`config.mk`:
```
export PLATFORM = sky130hd
export DESIGN_NAME = glitch_uart_tx
export DESIGN_NICKNAME = d
export VERILOG_FILES = /design/src/rtl/glitcher_pkg.sv /design/src/rtl/sync_fifo.sv /design/src/rtl/glitch_uart_tx.sv
export SDC_FILE = /design/constraint.sdc
export NUM_CORES = 1
export LEC_CHECK = 0
export BUFFER_PORTS_ARGS = -buffer_cell sky130_fd_sc_hd__buf_4
export CAP_MARGIN = 20
export CORE_MARGIN = 1.5
export CORE_UTILIZATION = 35
export DETAILED_ROUTE_END_ITERATION = 6
export PLACE_DENSITY_LB_ADDON = 0.15
export SLEW_MARGIN = 20
export SYNTH_ARGS = -nofsm -noshare
export SYNTH_HDL_FRONTEND = slang
export SYNTH_SLANG_ARGS = --single-unit
```
`constraint.sdc`:
```
create_clock -name clk -period 6.2 [get_ports clk]
set_input_delay 0.31 -clock clk [delete_from_list [all_inputs] [get_ports clk]]
set_output_delay 0.31 -clock clk [all_outputs]
set_load 0.005 [all_outputs]
```
`src/rtl/glitcher_pkg.sv`:
```
// rtl/glitcher_pkg.sv - shared UART line constants, tx FSM encoding and baud divisor helper
package glitcher_pkg;

  // Line levels for the 8N1 frame; shared with the receive side.
  localparam logic UART_IDLE_LEVEL  = 1'b1;
  localparam logic UART_START_LEVEL = 1'b0;
  localparam logic UART_STOP_LEVEL  = 1'b1;
  localparam int   UART_DATA_BITS   = 8;

  typedef enum logic [1:0] {
    TX_IDLE  = 2'd0,
    TX_START = 2'd1,
    TX_DATA  = 2'd2,
    TX_STOP  = 2'd3
  } tx_state_e;

  // Integer divide: any remainder is dropped, so the line runs slightly fast.
  function automatic int clks_per_bit(input int clk_freq, input int baud_rate);
    return clk_freq / baud_rate;
  endfunction

endpackage

```
`src/rtl/sync_fifo.sv`:
```
// rtl/sync_fifo.sv - single-clock first-word-fall-through FIFO
//  clk, rst      : clock, synchronous active-high reset (flushes contents)
//  push, wdata   : write request and data; ignored when full
//  pop, rdata    : read request; rdata shows the head entry whenever not empty
//  full, empty   : occupancy flags
//  count         : number of stored entries, 0..DEPTH
module sync_fifo #(
  parameter int WIDTH = 8,
  parameter int DEPTH = 4
) (
  input  logic                     clk,
  input  logic                     rst,
  input  logic                     push,
  input  logic [WIDTH-1:0]         wdata,
  input  logic                     pop,
  output logic [WIDTH-1:0]         rdata,
  output logic                     full,
  output logic                     empty,
  output logic [$clog2(DEPTH):0]   count
);

  localparam int AW = $clog2(DEPTH);
  localparam int CW = AW + 1;

  logic [WIDTH-1:0] mem [DEPTH];
  logic [AW-1:0]    wr_ptr;
  logic [AW-1:0]    rd_ptr;
  logic             do_push;
  logic             do_pop;

  // A full FIFO refuses a push even if the same cycle pops.
  assign full    = (count == CW'(DEPTH));
  assign empty   = (count == '0);
  assign do_push = push && !full;
  assign do_pop  = pop && !empty;
  assign rdata   = mem[rd_ptr];

  // DEPTH is a power of two, so pointers wrap by natural overflow.
  always_ff @(posedge clk) begin
    if (rst) begin
      wr_ptr <= '0;
      rd_ptr <= '0;
      count  <= '0;
    end else begin
      if (do_push) wr_ptr <= wr_ptr + AW'(1);
      if (do_pop)  rd_ptr <= rd_ptr + AW'(1);
      count <= count + CW'(do_push) - CW'(do_pop);
    end
  end

  always_ff @(posedge clk) begin
    if (do_push) mem[wr_ptr] <= wdata;
  end

endmodule

```
`src/rtl/glitch_uart_tx.sv`:
```
// rtl/glitch_uart_tx.sv - buffered 8N1 UART transmitter for controller responses
//  clk      : system clock
//  rst      : synchronous reset, active-high; aborts any frame and drops queued bytes
//  data_i   : byte to send, sampled only on an accepting edge
//  valid_i  : byte accepted on an edge where valid_i && ready_o
//  ready_o  : buffer can accept a byte (forced low during reset)
//  tx_o     : serial line, idle high, registered
//  busy_o   : buffer non-empty or frame in progress, registered
module glitch_uart_tx
  import glitcher_pkg::*;
#(
  parameter int CLK_FREQ   = 50_000_000,
  parameter int BAUD_RATE  = 115200,
  parameter int FIFO_DEPTH = 4
) (
  input  logic       clk,
  input  logic       rst,
  input  logic [7:0] data_i,
  input  logic       valid_i,
  output logic       ready_o,
  output logic       tx_o,
  output logic       busy_o
);

  localparam int CPB = clks_per_bit(CLK_FREQ, BAUD_RATE);
  localparam int BCW = (CPB > 1) ? $clog2(CPB) : 1;
  localparam int CW  = $clog2(FIFO_DEPTH) + 1;
  localparam logic [BCW-1:0] BAUD_LAST = BCW'(CPB - 1);
  localparam logic [2:0]     BIT_LAST  = 3'(UART_DATA_BITS - 1);

  tx_state_e      state, state_n;
  logic [BCW-1:0] baud_cnt, baud_n;
  logic [2:0]     bit_idx, bit_n;
  logic [7:0]     shift, shift_n;
  logic           tx_n;
  logic           busy_n;
  logic           bit_done;

  logic           push;
  logic           pop;
  logic [7:0]     fifo_rdata;
  logic           fifo_full;
  logic           fifo_empty;
  logic [CW-1:0]  fifo_count;
  logic [CW-1:0]  count_n;

  assign ready_o  = !fifo_full && !rst;
  assign push     = valid_i && ready_o;
  assign bit_done = (baud_cnt == BAUD_LAST);

  sync_fifo #(
    .WIDTH (8),
    .DEPTH (FIFO_DEPTH)
  ) u_fifo (
    .clk   (clk),
    .rst   (rst),
    .push  (push),
    .wdata (data_i),
    .pop   (pop),
    .rdata (fifo_rdata),
    .full  (fifo_full),
    .empty (fifo_empty),
    .count (fifo_count)
  );

  always_comb begin
    state_n = state;
    baud_n  = baud_cnt;
    bit_n   = bit_idx;
    shift_n = shift;
    tx_n    = tx_o;
    pop     = 1'b0;

    case (state)
      TX_IDLE: begin
        tx_n = UART_IDLE_LEVEL;
        if (!fifo_empty) begin
          pop     = 1'b1;
          shift_n = fifo_rdata;
          tx_n    = UART_START_LEVEL;
          baud_n  = '0;
          state_n = TX_START;
        end
      end

      TX_START: begin
        if (bit_done) begin
          baud_n  = '0;
          bit_n   = '0;
          tx_n    = shift[0];
          state_n = TX_DATA;
        end else begin
          baud_n = baud_cnt + BCW'(1);
        end
      end

      TX_DATA: begin
        if (bit_done) begin
          baud_n = '0;
          if (bit_idx == BIT_LAST) begin
            tx_n    = UART_STOP_LEVEL;
            state_n = TX_STOP;
          end else begin
            // shift[0] is the bit on the line; the next one is shift[1].
            bit_n   = bit_idx + 3'd1;
            shift_n = shift >> 1;
            tx_n    = shift[1];
          end
        end else begin
          baud_n = baud_cnt + BCW'(1);
        end
      end

      TX_STOP: begin
        if (bit_done) begin
          baud_n = '0;
          if (!fifo_empty) begin
            // Chain straight into the next start bit, no idle gap.
            pop     = 1'b1;
            shift_n = fifo_rdata;
            tx_n    = UART_START_LEVEL;
            state_n = TX_START;
          end else begin
            tx_n    = UART_IDLE_LEVEL;
            state_n = TX_IDLE;
          end
        end else begin
          baud_n = baud_cnt + BCW'(1);
        end
      end

      default: begin
        tx_n    = UART_IDLE_LEVEL;
        state_n = TX_IDLE;
      end
    endcase

    // busy_o is registered, so it is computed from post-edge occupancy.
    count_n = fifo_count + CW'(push) - CW'(pop);
    busy_n  = (state_n != TX_IDLE) || (count_n != '0);
  end

  always_ff @(posedge clk) begin
    if (rst) begin
      state    <= TX_IDLE;
      baud_cnt <= '0;
      bit_idx  <= '0;
      shift    <= '0;
      tx_o     <= UART_IDLE_LEVEL;
      busy_o   <= 1'b0;
    end else begin
      state    <= state_n;
      baud_cnt <= baud_n;
      bit_idx  <= bit_n;
      shift    <= shift_n;
      tx_o     <= tx_n;
      busy_o   <= busy_n;
    end
  end

endmodule

```
Yosys cells after proc, flatten, opt, wreduce, memory -nomap -nowiden
Memory sizes are Yosys's and may differ from the RTL's. A register that Yosys moved wholly into a read port is not among the register bits.
Cells that the tools add are included.
{"block": "totals", "register_bits": 31, "ramBits": 32, "in_bits": 11, "wordCells": 79, "memories": 1}
{"name": "u_fifo.mem", "depth": 4, "word_bits": 8, "rd": 1, "rd_ports_with_merged_regs": 1, "wr": 1, "line": "sync_fifo.sv:25", "source": "logic [WIDTH-1:0] mem [DEPTH];"}
{"block": "op_classes", "addsub": 8, "n_eq_ne": 11, "muxes": 32, "n_reduce_logical": 18}
{"op": "2-to-1 mux 8 bit", "n": 4}
{"op": "one-hot mux 8 bit (3 select lines)", "n": 1}
{"op": "2-to-1 mux 9 bit", "n": 2}
{"op": "one-hot mux 9 bit (2 select lines)", "n": 1}
{"op": "2-to-1 mux 2 bit", "n": 7}
{"op": "2-to-1 mux 1 bit", "n": 10}
{"op": "inequality test 2 bit, second input constant", "n": 5}
{"op": "adder 9 x 1 -> 9 bit, second input constant", "n": 1}
{"op": "equality test 9 bit, second input constant", "n": 1}
{"op": "2-to-1 mux 3 bit", "n": 3}
{"op": "one-hot mux 2 bit (4 select lines)", "n": 1}
{"op": "AND reduction 4 bit", "n": 2}
{"op": "adder 3 x 1 -> 3 bit", "n": 2}
{"op": "equality test 3 bit, second input constant", "n": 2}
{"op": "one-hot mux 3 bit (2 select lines)", "n": 1}
{"op": "nonzero test 3 bit", "n": 2}
{"op": "subtractor 3 x 1 -> 3 bit", "n": 2}
{"op": "adder 2 x 1 -> 2 bit, second input constant", "n": 2}
{"op": "equality test 2 bit, second input constant", "n": 2}
{"op": "logical AND 1 bit", "n": 4}
{"op": "one-hot mux 1 bit (4 select lines)", "n": 1}
{"op": "nonzero test 2 bit", "n": 2}
{"op": "adder 3 x 1 -> 3 bit, second input constant", "n": 1}
{"op": "zero test 1 bit", "n": 3}
{"op": "7 further kinds", "n": 7}

Depth between registers and ports, before layout
{"block": "depth", "word_depth": 8, "depth_mapped": 13}

By module
From an unflattened synthesis, not the netlist that was laid out.
{"block": "unflattened", "hier_cells": 260, "hier_area_um2": 3185.6}
{"mod": "sync_fifo", "instances": 1, "cells_per_inst": 93, "area_each_um2": 1634.1, "seq_area_each_um2": 1141.1}
{"mod": "glitch_uart_tx", "instances": 1, "cells_per_inst": 167, "area_each_um2": 1551.5, "seq_area_each_um2": 480.5}

Worst setup path before layout
Ideal clock, no wire load.
{"block": "synth_path", "path_type": "register -> register", "startpoint": "reg baud_cnt[1]", "endpoint": "reg busy_o", "arrival_time_ns": 2.405, "t_required_ns": 6.072, "slack_ns": 3.667, "path_stages_with_launch": 14, "n_path_buf": 1, "period_less_slack_ns": 2.533, "path_cell_list": "dfxtp_1 -> inv_1 -> ha_1 -> and4b_1 -> buf_6 -> a31oi_4 -> nor3_1 -> ha_1 -> inv_1 -> ha_1 -> fa_1 -> xnor2_1 -> a21o_1 -> nand4_1"}
{"block": "synth_between", "elab_chain_cells": 6, "elab_cells_between_ends": 11}
{"element": "start, declared", "line": "glitch_uart_tx.sv:32", "source": "logic [BCW-1:0] baud_cnt, baud_n;"}
{"element": "start signal, assigned", "line": "glitch_uart_tx.sv:153", "source": "baud_cnt <= baud_n;"}
{"element": "equality test 9 bit (*)", "line": "glitch_uart_tx.sv:49", "source": "assign bit_done = (baud_cnt == BAUD_LAST);"}
{"element": "2-to-1 mux 1 bit", "line": "glitch_uart_tx.sv:115", "source": "if (bit_done) begin"}
{"element": "one-hot mux 1 bit (2 select lines)", "line": "glitch_uart_tx.sv:74", "source": "case (state)"}
{"element": "subtractor 3 x 1 -> 3 bit", "line": "glitch_uart_tx.sv:139", "source": "count_n = fifo_count + CW'(push) - CW'(pop);"}
{"element": "nonzero test 3 bit", "line": "glitch_uart_tx.sv:140", "source": "busy_n = (state_n != TX_IDLE) || (count_n != '0);"}
{"element": "logical OR 1 bit (*)", "line": "glitch_uart_tx.sv:140"}
{"element": "end signal, assigned", "line": "glitch_uart_tx.sv:157", "source": "busy_o <= busy_n;"}
{"element": "end, declared", "line": "glitch_uart_tx.sv:22", "source": "output logic busy_o"}
Every way passes the cells marked *; elsewhere a longest branch is shown, timed or not.
A chain may end at the register's enable or synchronous reset.

Final worst setup path
Same ends and word-level chain as after synthesis.

==> impl_metrics.csv <==
group,metric,value,unit
logic_synthesis,synth_area_leaders,"edfxtp_1, dfxtp_1, ha_1",
clock_tree,clk_pin_slew,0.09,ns
critical_path,critPathRequiredTime,6.41,ns
drt,drtIter0Drc,70,
critical_path,arrival,2.97,ns
pwr,pwr_density_cell,387,nW/um2
drt,wl_per_cell,14.9,um
logic_synthesis,yosys.area.top_type_share,0.304,
cells_and_area,fin_util,0.401,
sta,timing.final.crit_share,0.446,
critical_path,crit_fanout,7,
critical_path,startpoint_type,"register",
logic_synthesis,ys_dominant_reg_cell,"dfxtp_1",
critical_path,crit_top_cell,"ha_1",
clock_tree,clock_sinks,65,
clock_tree,clk_latency,0.34,ns
cells_and_area,final_layout_size_suffix_gt1_frac,0.179,
pwr,pwr-share-comb,0.335,
sta,tightest_slew,0.809,ns
grt,grt_max_degree,39,
clock_tree,root_buffer,"clkbuf_8",
grt,grt-ovfl-total,0,
critical_path,worst-setup-path-type,"register to register",
sta,tns,0,ns
grt,antenna_found_initial,0,
pwr,switchingPower,0.475,mW
logic_synthesis,synth_edf_count,32,
floorplanning,die_h,98.1,um
sta,min_period,2.76,ns
pwr,seqPwrFrac,0.426,
pwr,irDropWorstVdd,232,uV
placed_design,numPortBuffers,13,
grt,first_global_vias,1984,
logic_synthesis,synthesis.nets,288,
pwr,clockPowerShare,0.240,
pwr,power.leakage,1.27,nW
critical_path,cp-end-kind,"register",
placed_design,placedInstanceArea,3320,um2
floorplanning,ioPinCount,14,
sta,worst_clock_skew,0.0148,ns
floorplanning,rows,34,
flow_run,cap_viol_max_count,0,
hold_path,hold_path.class,"input port to register",
drt,drc,0,
logic_synthesis,ys_ff_latch,65,
clock_tree,cts_resized,0,
clock_tree,numCtsBuffers,9,
grt,gr-usage-all-layers,0.128,
sta,holdWs,0.158,ns
sta,finalHoldViolations,0,
drt,dr.pass1.iters,4,
sta,timing.fmax,0.362,GHz
clock_tree,h-tree-depth,3,
logic_synthesis,synth_cells,258,
critical_path,cp_slowest_stage_delay,0.39,ns
floorplanning,core_area,8720,um2
placed_design,gp_routability_congestion,0.695,
placed_design,dpl.hpwl,3.72,mm
floorplanning,initial_core_util,0.363,
logic_synthesis,post_synth.cell_area_avg,12.3,um2
logic_synthesis,synthArstFlopShare,0,
pwr,p_int,0.877,mW
sta,relSlewSlack,0.460,
floorplanning,fp.dieW,98.1,um
pwr,switching_share,0.352,
run_status,status,"finished, final reports clean",
cells_and_area,areaGrowthSynthToFinish,10.5,%
critical_path,cp_slowest_cell,"dfxtp_1",
drt,postRouteAntennaNets,0,
placed_design,place_ws,3.45,ns
sta,slew_viol_final,0,
drt,vias,1939,
logic_synthesis,syn_area,3160,um2
clock_tree,ctsHoldBuffers,0,
cells_and_area,final_cell_area,3500,um2
logic_synthesis,ys_warn_count,0,
sta,setup_violations,0,
logic_synthesis,ys_types,53,
clock_tree,post_cts_buffers,0,
sta,rsz0062_at_grt,"false",
cells_and_area,finalNetCount,299,
clock_tree,clockBufferDepth,2,
logic_synthesis,synth_seq_area_share,0.512,
grt,grt_first_pass_wirelength,9.65,mm
floorplanning,die_area,9620,um2
drt,drt_wl_total,5.70,mm
clock_tree,cts_tree,"built",
critical_path,crit_chain,"inv_1 -> ha_1 -> and4b_1 -> a31oi_4 -> nor3_1 -> ha_1 -> inv_1 -> ha_1 -> fa_1 -> xnor2_1 -> a21o_1 -> nand4_1",
logic_synthesis,synth_largest_area_cell,"edfxtp_1",
sta,setup_ws,3.44,ns
drt,vias_per_cell,5.08,
cells_and_area,antenna_cells,0,
## cells in the mapped netlist (2+ instances only)
master / number
a211o_1: 2
a211oi_1: 2
a21oi_1: 15
a2bb2oi_1: 2
a311oi_1: 15
and2_1: 6
buf_2: 4
buf_6: 3
clkbuf_1: 6
dfxtp_1: 33
edfxtp_1: 32
fa_1: 2
ha_1: 17
inv_1: 16
mux2_2: 2
mux2i_1: 9
mux4_2: 8
nand2_1: 13
nand2b_1: 3
nand3_1: 5
nand4b_1: 2
nor2_1: 15
nor2b_1: 4
nor3_1: 4
o21ai_0: 5
o31ai_1: 2
or3_1: 2
xnor2_1: 4
## cell families after synthesis
family / Yosys count / share of synthesized area
AND/OR/NAND/NOR: 66 / 0.121
buffers and inverters: 29 / 0.0431
adder cells (fa/ha/maj): 19 / 0.0799
multiplexers: 20 / 0.0961
flip-flops: 65 / 0.512
AO/OA/AOI/OAI: 55 / 0.136
XOR/XNOR: 4 / 0.0111
## worst max-delay path: cells and delay by family (launching register included)
| kind | cells | cell delay, ns |
|---|---|---|
| flops | 1 | 0.39 |
| buf+inv | 2 | 0.12 |
| fa+ha+maj | 4 | 1.05 |
| simple gates | 3 | 0.50 |
| xor+xnor | 1 | 0.18 |
| compound gates | 2 | 0.39 |
## worst paths after layout
check	from	endpoint	slack [ns]	cells past startpoint
max	baud_cnt[1]	busy_o	3.44	12
min	data_i[4]	u_fifo.mem[1][4]	0.16	1
max reg2reg	baud_cnt[1]	busy_o	3.44	12
min reg2reg	bit_idx[0]	bit_idx[0]	0.48	2
## power groups by stage
stage	logic, mW	clock network [mW]	registers [mW]
floorplan	0.390	0	0.558
global placement	0.459	0	0.587
detailed placement	0.456	0	0.587
CTS	0.461	0.336	0.577
global route	0.520	0.352	0.588
finish	0.453	0.324	0.576
## cells in the final DEF (no fill, tap or decap), types with 3 or more instances in the layout
cell type / count
dfxtp_1: 33
edfxtp_1: 32
ha_1: 17
inv_1: 16
nor2_1: 15
a21oi_1: 15
a311oi_1: 15
nand2_1: 13
buf_4: 13
mux2i_1: 9
clkbuf_8: 9
mux4_2: 8
and2_1: 6
o21ai_0: 5
nand3_1: 5
nor3_1: 4
xnor2_1: 4
nor2b_1: 4
nand2b_1: 3
## flip-flops by register name, indices dropped and copies added (netlist names), named ones only
register and cells:
u_fifo.rd_ptr 2, busy_o 1, state 2, u_fifo.count 3
baud_cnt 9, shift 8, u_fifo.wr_ptr 2, bit_idx 3
u_fifo.mem 32, tx_o 1
## metrics by stage
step	power, mW	std cells
3_3_place_gp	1.05	366
6_report	1.35	382
3_5_place_dp	1.04	366
2_1_floorplan	0.947	258
5_1_grt	1.46	382
4_1_cts	1.37	382
## area by class of cell
| cell class | instances | area [um2] |
|---|---|---|
| Multi-Input combinational cell | 164 | 1410 |
| Tap cell | 108 | 135 |
| Clock inverter | 7 | 52.6 |
| Timing Repair Buffer | 13 | 97.6 |
| Sequential cell | 65 | 1620 |
| Inverter | 16 | 60.1 |
| Clock buffer | 9 | 124 |
| Fill cell | 825 | 5220 |
## layer usage
layer  GRT usage  part of all wire  vias to the layer above
met4      0.0385            0.0079                        0
met1       0.163              0.50                      924
met5           0                 0                        -
met2       0.207              0.47                       23
li1            -                 -                      987
met3      0.0408             0.031                        5
Power figures use the tool's default switching activity.
